File: config.mk
export PLATFORM = sky130hd
export DESIGN_NAME = seq_pattern_tx_flat
export DESIGN_NICKNAME = d
export VERILOG_FILES = /design/src/rtl/seq_tx_pkg.sv /design/src/rtl/seq_pattern_tx_if.sv /design/src/rtl/seq_tx_shifter.sv /design/src/rtl/seq_pattern_tx.sv /design/src/flat_wrapper.sv
export SDC_FILE = /design/constraint.sdc
export NUM_CORES = 1
export LEC_CHECK = 0
export CORE_AREA = 2 2 50 52
export CTS_CLUSTER_SIZE = 14
export DETAILED_ROUTE_END_ITERATION = 8
export DIE_AREA = 0 0 52 54
export MAX_ROUTING_LAYER = met4
export PLACE_DENSITY = 0.7
export SYNTH_ARGS = -nofsm -noshare
export SYNTH_HDL_FRONTEND = slang
export SYNTH_HIERARCHICAL = 1
export SYNTH_SLANG_ARGS = --single-unit
File: constraint.sdc
create_clock -name clk -period 1.69 [get_ports clk]
set_input_delay 0.4225 -clock clk [delete_from_list [all_inputs] [get_ports clk]]
set_output_delay 0.4225 -clock clk [all_outputs]
set_load 0.1 [all_outputs]
File: src/rtl/seq_tx_pkg.sv
// Shared types and constants for the serial frame transmitter.
// Holds the FSM state enum, sync pattern and counter width helper.
package seq_tx_pkg;

  typedef enum logic [2:0] {
    IDLE,
    SYNC,
    DATA,
    PAR,
    GAP
  } seq_tx_state_t;

  localparam int SYNC_LEN = 3;
  localparam logic [SYNC_LEN-1:0] SYNC_PAT = 3'b101;

  // Counter must hold DATA_W-1, GAP_LEN-1 and the sync index,
  // so it never drops below 2 bits.
  function automatic int cnt_w(input int dw, input int gl);
    int m;
    int w;
    m = (dw > gl) ? dw : gl;
    w = $clog2(m + 1);
    return (w < 2) ? 2 : w;
  endfunction

endpackage

File: src/rtl/seq_pattern_tx_if.sv
// Word handshake bundle feeding the serial frame transmitter.
// master drives in_valid/in_data, slave returns in_ready.
interface seq_pattern_tx_if #(
  parameter int DATA_W = 8
);

  logic              in_valid;
  logic              in_ready;
  logic [DATA_W-1:0] in_data;

  modport master (
    output in_valid,
    output in_data,
    input  in_ready
  );

  modport slave (
    input  in_valid,
    input  in_data,
    output in_ready
  );

endinterface

File: src/rtl/seq_tx_shifter.sv
// Load / shift-left register holding the payload word in flight.
// Ports: clk, areset (async high), load, shift, din, msb.
module seq_tx_shifter #(
  parameter int DATA_W = 8
) (
  input  logic              clk,
  input  logic              areset,
  input  logic              load,
  input  logic              shift,
  input  logic [DATA_W-1:0] din,
  output logic              msb
);

  logic [DATA_W-1:0] sh_q;

  always_ff @(posedge clk or posedge areset) begin
    if (areset) begin
      sh_q <= '0;
    end else if (load) begin
      sh_q <= din;
    end else if (shift) begin
      sh_q <= sh_q << 1;
    end
  end

  assign msb = sh_q[DATA_W-1];

endmodule

File: src/rtl/seq_pattern_tx.sv
// Serial frame transmitter: sync 1-0-1, payload MSB first,
// optional parity (SEQ_PATTERN_TX_PARITY_EN), then zero gap.
// Ports: clk, areset (async high), in_if (slave handshake),
// x_out (serial bit), busy, frame_done (last frame bit pulse).
module seq_pattern_tx
  import seq_tx_pkg::*;
#(
  parameter int DATA_W  = 8,
  parameter int GAP_LEN = 2
) (
  input  logic              clk,
  input  logic              areset,
  seq_pattern_tx_if.slave   in_if,
  output logic              x_out,
  output logic              busy,
  output logic              frame_done
);

  localparam int CNT_W = cnt_w(DATA_W, GAP_LEN);

`ifdef SEQ_PATTERN_TX_PARITY_EN
  localparam bit PAR_EN = 1'b1;
`else
  localparam bit PAR_EN = 1'b0;
`endif

  // frame_done rides the data LSB only when no parity follows.
  localparam bit LSB_DONE = !PAR_EN;

  seq_tx_state_t    state_q;
  logic [CNT_W-1:0] cnt_q;
  logic             accept;
  logic             shift;
  logic             msb;
  logic [1:0]       sidx;

  assign in_if.in_ready = (state_q == IDLE);
  assign busy           = (state_q != IDLE);
  assign accept         = in_if.in_valid && in_if.in_ready;

  // Shift when the current MSB is consumed onto x_out.
  assign shift = ((state_q == SYNC) && (cnt_q == '0)) ||
                 ((state_q == DATA) && (cnt_q != '0));

  // Sync bit shown next, counting down through the pattern.
  assign sidx = cnt_q[1:0] - 2'd1;

  seq_tx_shifter #(
    .DATA_W (DATA_W)
  ) u_shifter (
    .clk    (clk),
    .areset (areset),
    .load   (accept),
    .shift  (shift),
    .din    (in_if.in_data),
    .msb    (msb)
  );

`ifdef SEQ_PATTERN_TX_PARITY_EN
  // Parity is taken at load time; the shifter loses the word.
  logic par_q;

  always_ff @(posedge clk or posedge areset) begin
    if (areset) begin
      par_q <= 1'b0;
    end else if (accept) begin
      par_q <= ^in_if.in_data;
    end
  end
`endif

  // state_q and cnt_q describe the bit currently on x_out.
  always_ff @(posedge clk or posedge areset) begin
    if (areset) begin
      state_q    <= IDLE;
      cnt_q      <= '0;
      x_out      <= 1'b0;
      frame_done <= 1'b0;
    end else begin
      frame_done <= 1'b0;
      unique case (state_q)
        IDLE: begin
          x_out <= 1'b0;
          if (accept) begin
            state_q <= SYNC;
            cnt_q   <= CNT_W'(SYNC_LEN - 1);
            x_out   <= SYNC_PAT[SYNC_LEN-1];
          end
        end
        SYNC: begin
          if (cnt_q != '0) begin
            cnt_q <= cnt_q - 1'b1;
            x_out <= SYNC_PAT[sidx];
          end else begin
            state_q    <= DATA;
            cnt_q      <= CNT_W'(DATA_W - 1);
            x_out      <= msb;
            frame_done <= LSB_DONE && (DATA_W == 1);
          end
        end
        DATA: begin
          if (cnt_q != '0) begin
            cnt_q      <= cnt_q - 1'b1;
            x_out      <= msb;
            frame_done <= LSB_DONE && (cnt_q == CNT_W'(1));
          end else begin
`ifdef SEQ_PATTERN_TX_PARITY_EN
            state_q    <= PAR;
            x_out      <= par_q;
            frame_done <= 1'b1;
`else
            state_q <= GAP;
            cnt_q   <= CNT_W'(GAP_LEN - 1);
            x_out   <= 1'b0;
`endif
          end
        end
`ifdef SEQ_PATTERN_TX_PARITY_EN
        PAR: begin
          state_q <= GAP;
          cnt_q   <= CNT_W'(GAP_LEN - 1);
          x_out   <= 1'b0;
        end
`endif
        GAP: begin
          x_out <= 1'b0;
          if (cnt_q != '0) begin
            cnt_q <= cnt_q - 1'b1;
          end else begin
            state_q <= IDLE;
            cnt_q   <= '0;
          end
        end
        default: begin
          state_q <= IDLE;
          cnt_q   <= '0;
          x_out   <= 1'b0;
        end
      endcase
    end
  end

endmodule
File: src/flat_wrapper.sv
// flat-port wrapper written by rule: the top's interface ports become plain ports
module seq_pattern_tx_flat import seq_tx_pkg::*;
#(
  parameter int DATA_W  = 8,
  parameter int GAP_LEN = 2
)
  (clk, areset, x_out, busy, frame_done, in_if_in_valid, in_if_in_data, in_if_in_ready);
  seq_pattern_tx_if #(.DATA_W(DATA_W)) in_if_i ();
  input  logic clk;
  input  logic areset;
  output logic x_out;
  output logic busy;
  output logic frame_done;
  input wire logic [$bits(in_if_i.in_valid)-1:0] in_if_in_valid;
  input wire logic [$bits(in_if_i.in_data)-1:0] in_if_in_data;
  output wire logic [$bits(in_if_i.in_ready)-1:0] in_if_in_ready;
  assign in_if_i.in_valid = in_if_in_valid;
  assign in_if_i.in_data = in_if_in_data;
  assign in_if_in_ready = in_if_i.in_ready;
  seq_pattern_tx #(.DATA_W(DATA_W), .GAP_LEN(GAP_LEN)) u_core (.clk(clk), .areset(areset), .in_if(in_if_i), .x_out(x_out), .busy(busy), .frame_done(frame_done));
endmodule
==> impl_metrics.py, run 1 <==
metrics = {
    "status": {
        "outcome": "finished, violations left",
        "violations": "setup timing",
    },
    "placed_design": {
        "dpl.cell_count": 164,
        "pre_cts_ws_ns": -0.164,
        "portBuffers": 14,
        "placed_cell_area_um2": 1360,
        "dpl.hpwl_mm": 1.86,
        "place_congestion": 0.812,
    },
    "timing": {
        "slew_headroom_pct": 74.1,
        "layout_min_cycle_time_ns": 1.72,
        "tns_ns": -0.108,
        "finalWorstSetupSlack_ns": -0.0348,
        "period_share_pct": 102,
        "rsz0062_at_grt": "yes",
        "max_freq_mhz": 580,
        "hold_violations": 0,
        "setup_viol": 5,
        "worst_pin_slew_ns": 0.378,
        "skew_ns": 0.0102,
        "finalMaxSlewViolations": 0,
    },
    "floorplan": {
        "initial_core_util_pct": 43.3,
        "die_w_um": 52,
        "die_y_um": 54,
        "core_area_um2": 2320,
        "ios": 15,
        "fp-row-count": 18,
        "die_area_um2": 2810,
    },
    "setup_path": {
        "cp-end-kind": "primary output",
        "slowest_delay_ns": 0.43,
        "critPathLaunchType": "register",
        "crit_fanout": 2,
        "required_ns": 1.27,
        "crit_arrival_ns": 1.30,
        "slowest_stage": "dfrtp_2",
        "crit_type": "reg2out",
        "path_cells": "nor3_4, clkinvlp_4, buf_12",
    },
    "drt": {
        "drc_errors": 0,
        "via_count": 922,
        "postRouteAntennaNets": 0,
        "routedWlPerCell_um": 14.3,
        "drt_iter0_drc": 9,
        "drt-pass1-iter-count": 4,
        "vias_per_cell": 5.27,
        "routed_wl_mm": 2.51,
    },
    "logic_synthesis": {
        "synth_top_cell_area_share_pct": 42.3,
        "synth_nets": 118,
        "synth_area_per_cell_um2": 9.66,
        "ys_warn_count": 6,
        "synth_area_leaders": "dfrtp_1 (42%), mux2i_1 (7.0%), o21ai_1 (4.0%), ha_1 (3.7%), nand2_1 (3.7%)",
        "synth_cell_types": 32,
        "netlist_area_um2": 1000,
        "ys_ff_latch": 17,
        "synthCells": 104,
        "synth_area_leader_cell": "dfrtp_1",
        "synth.yosys.seq_area_share_pct": 42.3,
    },
    "run": {
        "maxCapViolCount": 0,
    },
    "pwr": {
        "sw_frac_of_total_pct": 43.3,
        "pwr-share-seq_pct": 26.0,
        "p_sw_w": 0.00120,
        "vdd_drop_max_v": 0.00105,
        "clock_power_share_pct": 7.8,
        "p_comb_share_pct": 66.2,
        "powerDensity_nw_per_um2": 1870,
        "leakagePower_nw": 0.650,
        "internal_power_w": 0.00157,
    },
    "final_layout": {
        "final_common_cell": "buf_4",
        "drive_above_1_share_pct": 36.6,
        "multi_input_area_um2": 557,
        "regArea_um2": 428,
        "layout_common_cells": "buf_4 (28), dfrtp_1 (15), clkdlybuf4s50_1 (10), nand2_1 (10), o21ai_1 (9)",
        "fin_area_um2": 1480,
        "num_antenna_cells": 0,
        "area.growth.synth_to_final_pct": 47.4,
        "fin_cells": 175,
        "fillers": 185,
        "utilization_pct": 63.9,
        "nNetsFinal": 160,
    },
    "clocking": {
        "clock_latency_ns": 0.29,
        "hold_buffers": 0,
        "clk_pin_slew_ns": 0.10,
        "root_buffer": "clkbuf_4",
        "cts_sinks": 17,
        "clk_path_buf_depth": 2,
        "numCtsBuffers": 3,
        "htree_levels": 1,
        "cts_tree": "built",
    },
    "global_route": {
        "grt_usage_pct": 21.7,
        "grt_pass1_vias": 923,
        "grt_antenna_before_repair": 0,
        "grt_max_degree": 11,
        "grt_pass1_wl_mm": 4.15,
        "grt_overflow": 0,
    },
    "hold_path": {
        "min_path_type": "in2async",
    },
}
==> per-stage QoR <==
stage	hold slack, ns	power (W)
after floorplan	0.238	0.00178
after global placement	0.527	0.00233
after detailed placement	0.532	0.00238
after CTS	0.386	0.00273
after global routing	0.417	0.00297
final	0.389	0.00277
==> state kept, by name, indices dropped and copies added (netlist names) <==
| name | count |
|---|---|
| u_core/cnt_q | 4 |
| u_core/frame_done | 1 |
| u_core/x_out | 1 |
| u_core/u_shifter/sh_q | 8 |
| u_core/state_q | 3 |
==> logic make-up after synthesis <==
logic type | synth area share (%)
and+or+nand+nor | 20.1
AOI/OAI and AO/OA | 16.9
DFF | 42.3
buffers and inverters | 7.97
muxes | 8.09
adders and majority gates | 3.74
xor gates and xnor gates | 0.872
==> timing repair <==
action | in CTS | in global routing
endpoints found under the setup margin | 10 | 10
gates resized for setup | 10 | 2
pin swaps | 6 | 4
setup buffers | 4 | 3
==> synthesized netlist by cell type <==
| library cell | n |
|---|---|
| a21oi_2 | 1 |
| and4b_1 | 1 |
| a221o_1 | 1 |
| ha_1 | 3 |
| a22o_2 | 1 |
| a21oi_1 | 4 |
| dfrtp_1 | 17 |
| nand4_1 | 1 |
| a2111oi_0 | 1 |
| a22oi_1 | 1 |
| nand2_1 | 10 |
| nand2b_1 | 3 |
| mux2_2 | 1 |
| xnor2_1 | 1 |
| or3b_1 | 1 |
| buf_6 | 3 |
| o211ai_1 | 1 |
| nand3b_1 | 3 |
| nor3_1 | 3 |
| buf_4 | 2 |
| nor2_1 | 7 |
| inv_1 | 7 |
| buf_2 | 1 |
| o21ai_0 | 5 |
| nor3b_1 | 4 |
| a31oi_1 | 2 |
| a211o_1 | 1 |
| nand3b_4 | 1 |
| o21ai_1 | 8 |
| nor2b_1 | 1 |
| o221a_2 | 1 |
| mux2i_1 | 7 |
==> final timing paths <==
kind	depth (start not counted)	slack [ns]	end	startpoint
max in group asynchronous	2	0.98	u_core/state_q[2]	areset
min in group clk	2	0.55	u_core/u_shifter/sh_q[0]	u_core/u_shifter/sh_q[0]
worst min-delay path	2	0.39	u_core/u_shifter/sh_q[0]	areset
worst max-delay path	3	-0.03	busy	u_core/state_q[2]
worst min register to register	2	0.55	u_core/u_shifter/sh_q[0]	u_core/u_shifter/sh_q[0]
worst max register to register	7	-0.03	u_core/x_out	u_core/cnt_q[1]
==> layer usage <==
metal | global-route usage, % | vias to the layer above | wire, um
li1 | - | 449 | -
met3 | 3.33 | 2 | 80
met5 | - | - | 0
met4 | 13.2 | 0 | 23
met2 | 39.5 | 22 | 1360
met1 | 22.0 | 449 | 1040
==> worst max-delay path: cells and delay by family (launching register included) <==
family                 cells  cell delay (ns)
buffers and inverters      2             0.34
flip-flops                 1             0.43
AND/OR/NAND/NOR            1             0.24
==> power groups by stage <==
stage	Combinational [W]	Clock [W]	Sequential, W
after global placement	0.00161	0	0.000715
after global routing	0.00198	0.000244	0.000744
final	0.00183	0.000216	0.000720
after floorplan	0.000995	0	0.000782
after CTS	0.00178	0.000230	0.000719
after detailed placement	0.00166	0	0.000724
==> cell type report <==
type | instances | area share [%]
Clock buffer | 3 | 1.52
Clock inverter | 1 | 0.338
Inverter | 7 | 2.03
Multi-Input combinational cell | 74 | 37.6
Sequential cell | 17 | 28.9
Tap cell | 30 | 2.53
Timing Repair Buffer | 43 | 27.1
(Power assumes the default switching activity.)
==> run 2, diff against run 1 <==
--- a/config.mk
+++ b/config.mk
@@ -9,7 +9,6 @@
 export CTS_CLUSTER_SIZE = 14
 export DETAILED_ROUTE_END_ITERATION = 8
 export DIE_AREA = 0 0 52 54
-export MAX_ROUTING_LAYER = met4
 export PLACE_DENSITY = 0.7
 export SYNTH_ARGS = -nofsm -noshare
 export SYNTH_HDL_FRONTEND = slang
==> run 2 against run 1 <==
Against the previous run: the run still ends with setup timing left; final cell count stayed put; utilization stayed put; clock-buffer cell count stayed put; largest power group unchanged; first-iteration DRC count is 11% higher; maximum frequency is 0.36% lower; routed wire length is 1.0% higher; clock skew is 0.0022 ns higher; non-clock buffer count stayed put; clock power is 3% higher; sequential power hardly changed; flip-flop and latch count stayed put; power is 0.18% higher.
==> impl_metrics.py, run 2 (synthesized netlist as in run 1, its figures left out) <==
metrics = {
    "status": {
        "outcome": "finished, violations left",
        "violations": "setup timing",
    },
    "timing": {
        "hold_violations": 0,
        "skew_ns": 0.0124,
        "finalWorstSetupSlack_ns": -0.0410,
        "period_share_pct": 102,
        "max_freq_mhz": 578,
        "worst_pin_slew_ns": 0.378,
        "finalMaxSlewViolations": 0,
        "layout_min_cycle_time_ns": 1.73,
        "slew_headroom_pct": 74.1,
        "rsz0062_at_grt": "yes",
        "tns_ns": -0.109,
        "setup_viol": 4,
    },
    "placed_design": {
        "place_congestion": 0.800,
        "dpl.hpwl_mm": 1.86,
        "placed_cell_area_um2": 1360,
        "pre_cts_ws_ns": -0.164,
        "portBuffers": 14,
        "dpl.cell_count": 164,
    },
    "floorplan": {
        "core_area_um2": 2320,
        "initial_core_util_pct": 43.3,
        "die_w_um": 52,
        "die_y_um": 54,
        "ios": 15,
        "die_area_um2": 2810,
        "fp-row-count": 18,
    },
    "global_route": {
        "grt_pass1_wl_mm": 4.14,
        "grt_usage_pct": 21.1,
        "grt_max_degree": 11,
        "grt_overflow": 0,
        "grt_pass1_vias": 927,
        "grt_antenna_before_repair": 0,
    },
    "drt": {
        "drt-pass1-iter-count": 4,
        "postRouteAntennaNets": 0,
        "routedWlPerCell_um": 14.5,
        "drc_errors": 0,
        "vias_per_cell": 5.28,
        "drt_iter0_drc": 10,
        "routed_wl_mm": 2.53,
        "via_count": 924,
    },
    "clocking": {
        "htree_levels": 1,
        "root_buffer": "clkbuf_4",
        "hold_buffers": 0,
        "cts_tree": "built",
        "clock_latency_ns": 0.30,
        "numCtsBuffers": 3,
        "cts_sinks": 17,
        "clk_path_buf_depth": 2,
        "clk_pin_slew_ns": 0.11,
    },
    "final_layout": {
        "drive_above_1_share_pct": 36.6,
        "nNetsFinal": 160,
        "regArea_um2": 428,
        "layout_common_cells": "buf_4 (28), dfrtp_1 (15), clkdlybuf4s50_1 (10), nand2_1 (10), o21ai_1 (9)",
        "reg.largest.list": "u_core/u_shifter/sh_q (8), u_core/cnt_q (4), u_core/state_q (3)",
        "fin_area_um2": 1480,
        "num_antenna_cells": 0,
        "final_common_cell": "buf_4",
        "area.growth.synth_to_final_pct": 47.4,
        "fin_cells": 175,
        "largest_reg_flops": 8,
        "top_register": "u_core/u_shifter/sh_q",
        "multi_input_area_um2": 557,
        "fillers": 185,
    },
    "pwr": {
        "pwr-share-seq_pct": 26.0,
        "p_comb_share_pct": 66.0,
        "clock_power_share_pct": 8.0,
        "internal_power_w": 0.00157,
        "sw_frac_of_total_pct": 43.4,
        "p_sw_w": 0.00121,
        "vdd_drop_max_v": 0.00106,
        "p_total_w": 0.00278,
        "powerDensity_nw_per_um2": 1870,
        "leakagePower_nw": 0.650,
    },
    "setup_path": {
        "cp-end-kind": "primary output",
        "slowest_delay_ns": 0.43,
        "required_ns": 1.27,
        "slowest_stage": "dfrtp_2",
        "path_cells": "nor3_4, clkinvlp_4, buf_12",
        "crit_type": "reg2out",
        "critPathLaunchType": "register",
        "crit_fanout": 2,
        "crit_arrival_ns": 1.31,
    },
    "run": {
        "maxCapViolCount": 0,
    },
    "hold_path": {
        "min_path_type": "in2async",
    },
}
## run 2: worst max-delay path, delay by kind of cell (launching register included)
kind	cells	cell delay, ns
buffers and inverters	2	0.34
DFF	1	0.43
and+or+nand+nor	1	0.24
## run 2: final cells by class
type / instances / area share [%]
Clock buffer: 3 / 1.52
Sequential cell: 17 / 28.9
Multi-Input combinational cell: 74 / 37.6
Timing Repair Buffer: 43 / 27.1
Tap cell: 30 / 2.53
Inverter: 7 / 2.03
Clock inverter: 1 / 0.338
## run 2: what timing repair did
action,in CTS,in global routing
endpoints found under the setup margin,10,10
setup buffers,4,3
pin swaps,6,4
gates resized for setup,10,2
## run 2: path summary, 6_finish.rpt
kind	startpoint	endpoint	slack, ns	cells past startpoint
setup / recovery	u_core/state_q[2]	busy	-0.04	3
setup reg to reg	u_core/cnt_q[1]	u_core/x_out	-0.03	7
hold / removal	areset	u_core/u_shifter/sh_q[0]	0.38	2
min in group clk	u_core/u_shifter/sh_q[0]	u_core/u_shifter/sh_q[0]	0.55	2
max in group asynchronous	areset	u_core/state_q[2]	0.99	2
hold reg to reg	u_core/u_shifter/sh_q[0]	u_core/u_shifter/sh_q[0]	0.55	2
## run 2: metrics by stage
step	hold WS, ns	util (%)
2_1_floorplan	0.238	-
6_report	0.382	63.9
5_1_grt	0.417	63.9
3_3_place_gp	0.527	58.5
3_5_place_dp	0.532	58.5
4_1_cts	0.386	62.4
## run 2: power by group through the flow
stage / clock (W) / combinational (W) / sequential, W
after floorplan: 0 / 0.000995 / 0.000782
after global placement: 0 / 0.00161 / 0.000715
after detailed placement: 0 / 0.00166 / 0.000724
after CTS: 0.000230 / 0.00178 / 0.000719
after global routing: 0.000244 / 0.00198 / 0.000744
final: 0.000222 / 0.00183 / 0.000721
## run 2: layer usage
layer  vias up  wire length [um]  share of wire [%]  GRT usage [%]
li1        447                 -                  -              -
met1       452              1060                 42           21.9
met2        21              1350                 53           39.5
met3         4                80                3.2           3.33
met4         0                38                1.5           13.2
met5         -                 0                  0              0
==> run 3, diff against run 2 <==
--- a/config.mk
+++ b/config.mk
@@ -14,3 +14,4 @@
 export SYNTH_HDL_FRONTEND = slang
 export SYNTH_HIERARCHICAL = 1
 export SYNTH_SLANG_ARGS = --single-unit
+export TNS_END_PERCENT = 1
==> run 3 against run 2 <==
Against the previous run: the flow still finishes with violations (setup timing); utilization is 2.3 points lower; routed wire length fell by 5.4%; sequential share of layout area rose by 1.1 points; flip-flop and latch count unchanged; critical path type unchanged; critical endpoint unchanged; largest cell class unchanged; largest power group unchanged.
==> impl_metrics.py, run 3 (synthesized netlist as in run 1, its figures left out) <==
metrics = {
    "drt": {
        "postRouteAntennaNets": 0,
        "vias_per_cell": 5.33,
        "maxUsedRoutingLayer": "met4",
        "drt_iter0_drc": 19,
        "m1WireLength_um": 984,
        "drt-pass1-iter-count": 4,
        "routed_wl_mm": 2.39,
        "wl_met3_um": 72,
        "via_count": 912,
        "routedWlPerCell_um": 14.0,
        "dr_wl_met2_mm": 1.31,
        "drc_errors": 0,
    },
    "clocking": {
        "cts_sinks": 17,
        "htree_levels": 1,
        "numCtsBuffers": 3,
        "hold_buffers": 0,
        "clk_pin_slew_ns": 0.11,
        "clk_path_buf_depth": 2,
        "clock_latency_ns": 0.30,
        "root_buffer": "clkbuf_4",
        "cts_tree": "built",
    },
    "setup_path": {
        "crit_type": "reg2out",
        "path_cells": "nor3_4, clkinvlp_4, buf_12",
        "cp-end-kind": "primary output",
        "critPathLaunchType": "register",
        "slowest_stage": "dfrtp_2",
        "required_ns": 1.27,
        "crit_fanout": 2,
        "crit_arrival_ns": 1.30,
        "slowest_delay_ns": 0.43,
    },
    "timing": {
        "layout_min_cycle_time_ns": 1.72,
        "rsz0062_at_grt": "yes",
        "holdWs_ns": 0.387,
        "skew_ns": 0.0120,
        "setup_viol": 3,
        "max_freq_mhz": 582,
        "slew_headroom_pct": 72.8,
        "period_share_pct": 102,
        "finalWorstSetupSlack_ns": -0.0284,
        "worst_pin_slew_ns": 0.407,
        "finalMaxSlewViolations": 0,
        "hold_violations": 0,
    },
    "pwr": {
        "internal_power_w": 0.00152,
        "vdd_drop_max_v": 0.00100,
        "clock_power_share_pct": 8.2,
        "leakagePower_nw": 0.628,
        "sw_frac_of_total_pct": 43.5,
        "p_total_w": 0.00268,
        "pwr-share-seq_pct": 26.6,
        "powerDensity_nw_per_um2": 1880,
        "p_comb_share_pct": 65.2,
        "p_sw_w": 0.00116,
    },
    "placed_design": {
        "dpl.hpwl_mm": 1.84,
        "pre_cts_ws_ns": -0.126,
        "place_congestion": 0.801,
        "portBuffers": 14,
    },
    "final_layout": {
        "nNetsFinal": 156,
        "top_register": "u_core/u_shifter/sh_q",
        "final_common_cell": "buf_4",
        "utilization_pct": 61.6,
        "area.growth.synth_to_final_pct": 42.2,
        "largest_reg_flops": 8,
        "drive_above_1_share_pct": 34.0,
        "reg.largest.list": "u_core/u_shifter/sh_q (8), u_core/cnt_q (4), u_core/state_q (3)",
        "num_antenna_cells": 0,
        "layout_common_cells": "buf_4 (25), dfrtp_1 (15), clkdlybuf4s50_1 (10), nand2_1 (10), o21ai_1 (9)",
    },
    "floorplan": {
        "initial_core_util_pct": 43.3,
        "core_area_um2": 2320,
        "die_area_um2": 2810,
        "ios": 15,
        "fp-row-count": 18,
        "die_w_um": 52,
        "die_y_um": 54,
    },
    "global_route": {
        "grt_pass1_wl_mm": 3.91,
        "grt_pass1_vias": 875,
        "grt_antenna_before_repair": 0,
        "grt_overflow": 0,
        "grt_usage_pct": 20.0,
        "grt_max_degree": 11,
    },
    "run": {
        "maxCapViolCount": 0,
    },
    "status": {
        "violations": "setup timing",
        "outcome": "finished, violations left",
    },
    "hold_path": {
        "min_path_type": "in2async",
    },
}
[run 3: changes by cell type in the layout (fill, tap and decap cells not counted), sizes merged]
cell and delta:
buf -4
[run 3: worst paths after layout]
kind                                           from                       end  slack, ns  cells after the start
max                               u_core/state_q[2]                      busy      -0.03                      3
min                                          areset  u_core/u_shifter/sh_q[0]       0.39                      2
max reg2reg                         u_core/cnt_q[0]              u_core/x_out      -0.02                      7
min reg2reg                u_core/u_shifter/sh_q[7]              u_core/x_out       0.55                      1
max in group asynchronous                    areset         u_core/state_q[2]       0.98                      2
min in group clk           u_core/u_shifter/sh_q[7]              u_core/x_out       0.55                      1
[run 3: routing by layer]
layer | vias up | GRT usage, %
met1 | 450 | 21.3
met5 | - | 0
li1 | 441 | -
met3 | 2 | 3.33
met4 | 0 | 10.5
met2 | 19 | 37.6
[run 3: what timing repair did]
item                                    in CTS  in global routing
buffers inserted                             3                  0
endpoints found under the setup margin      10                 11
pin swaps                                    2                  0
gates resized for setup                      8                  0
[run 3: per-stage QoR]
stage | TNS (ns) | instances | cell area, um2
after floorplan | -13.34 | 104 | 1030
after global placement | -0.0824 | 164 | 1360
after detailed placement | -0.769 | 164 | 1360
after CTS | -0.122 | 171 | 1430
after global routing | -0.741 | 171 | 1430
final | -0.0667 | 171 | 1430
[run 3: critical path: cells and delay by family, from the launching register on]
family | cells | cell delay [ns]
flip-flops | 1 | 0.43
buffers and inverters | 2 | 0.34
AND/OR/NAND/NOR | 1 | 0.24
[run 3: area by class of cell]
cell class | instances | area, um2
Timing Repair Buffer | 39 | 368
Clock buffer | 3 | 22.5
Clock inverter | 1 | 5.00
Sequential cell | 17 | 428
Fill cell | 205 | 891
Multi-Input combinational cell | 74 | 538
Inverter | 7 | 30.0
Tap cell | 30 | 37.5
[run 3: power by group through the flow]
| stage | Clock [W] | Combinational (W) | Sequential (W) |
|---|---|---|---|
| 4_1_cts | 0.000231 | 0.00174 | 0.000711 |
| 2_1_floorplan | 0 | 0.000995 | 0.000782 |
| 5_1_grt | 0.000240 | 0.00189 | 0.000735 |
| 3_5_place_dp | 0 | 0.00166 | 0.000722 |
| 3_3_place_gp | 0 | 0.00161 | 0.000715 |
| 6_report | 0.000220 | 0.00175 | 0.000713 |
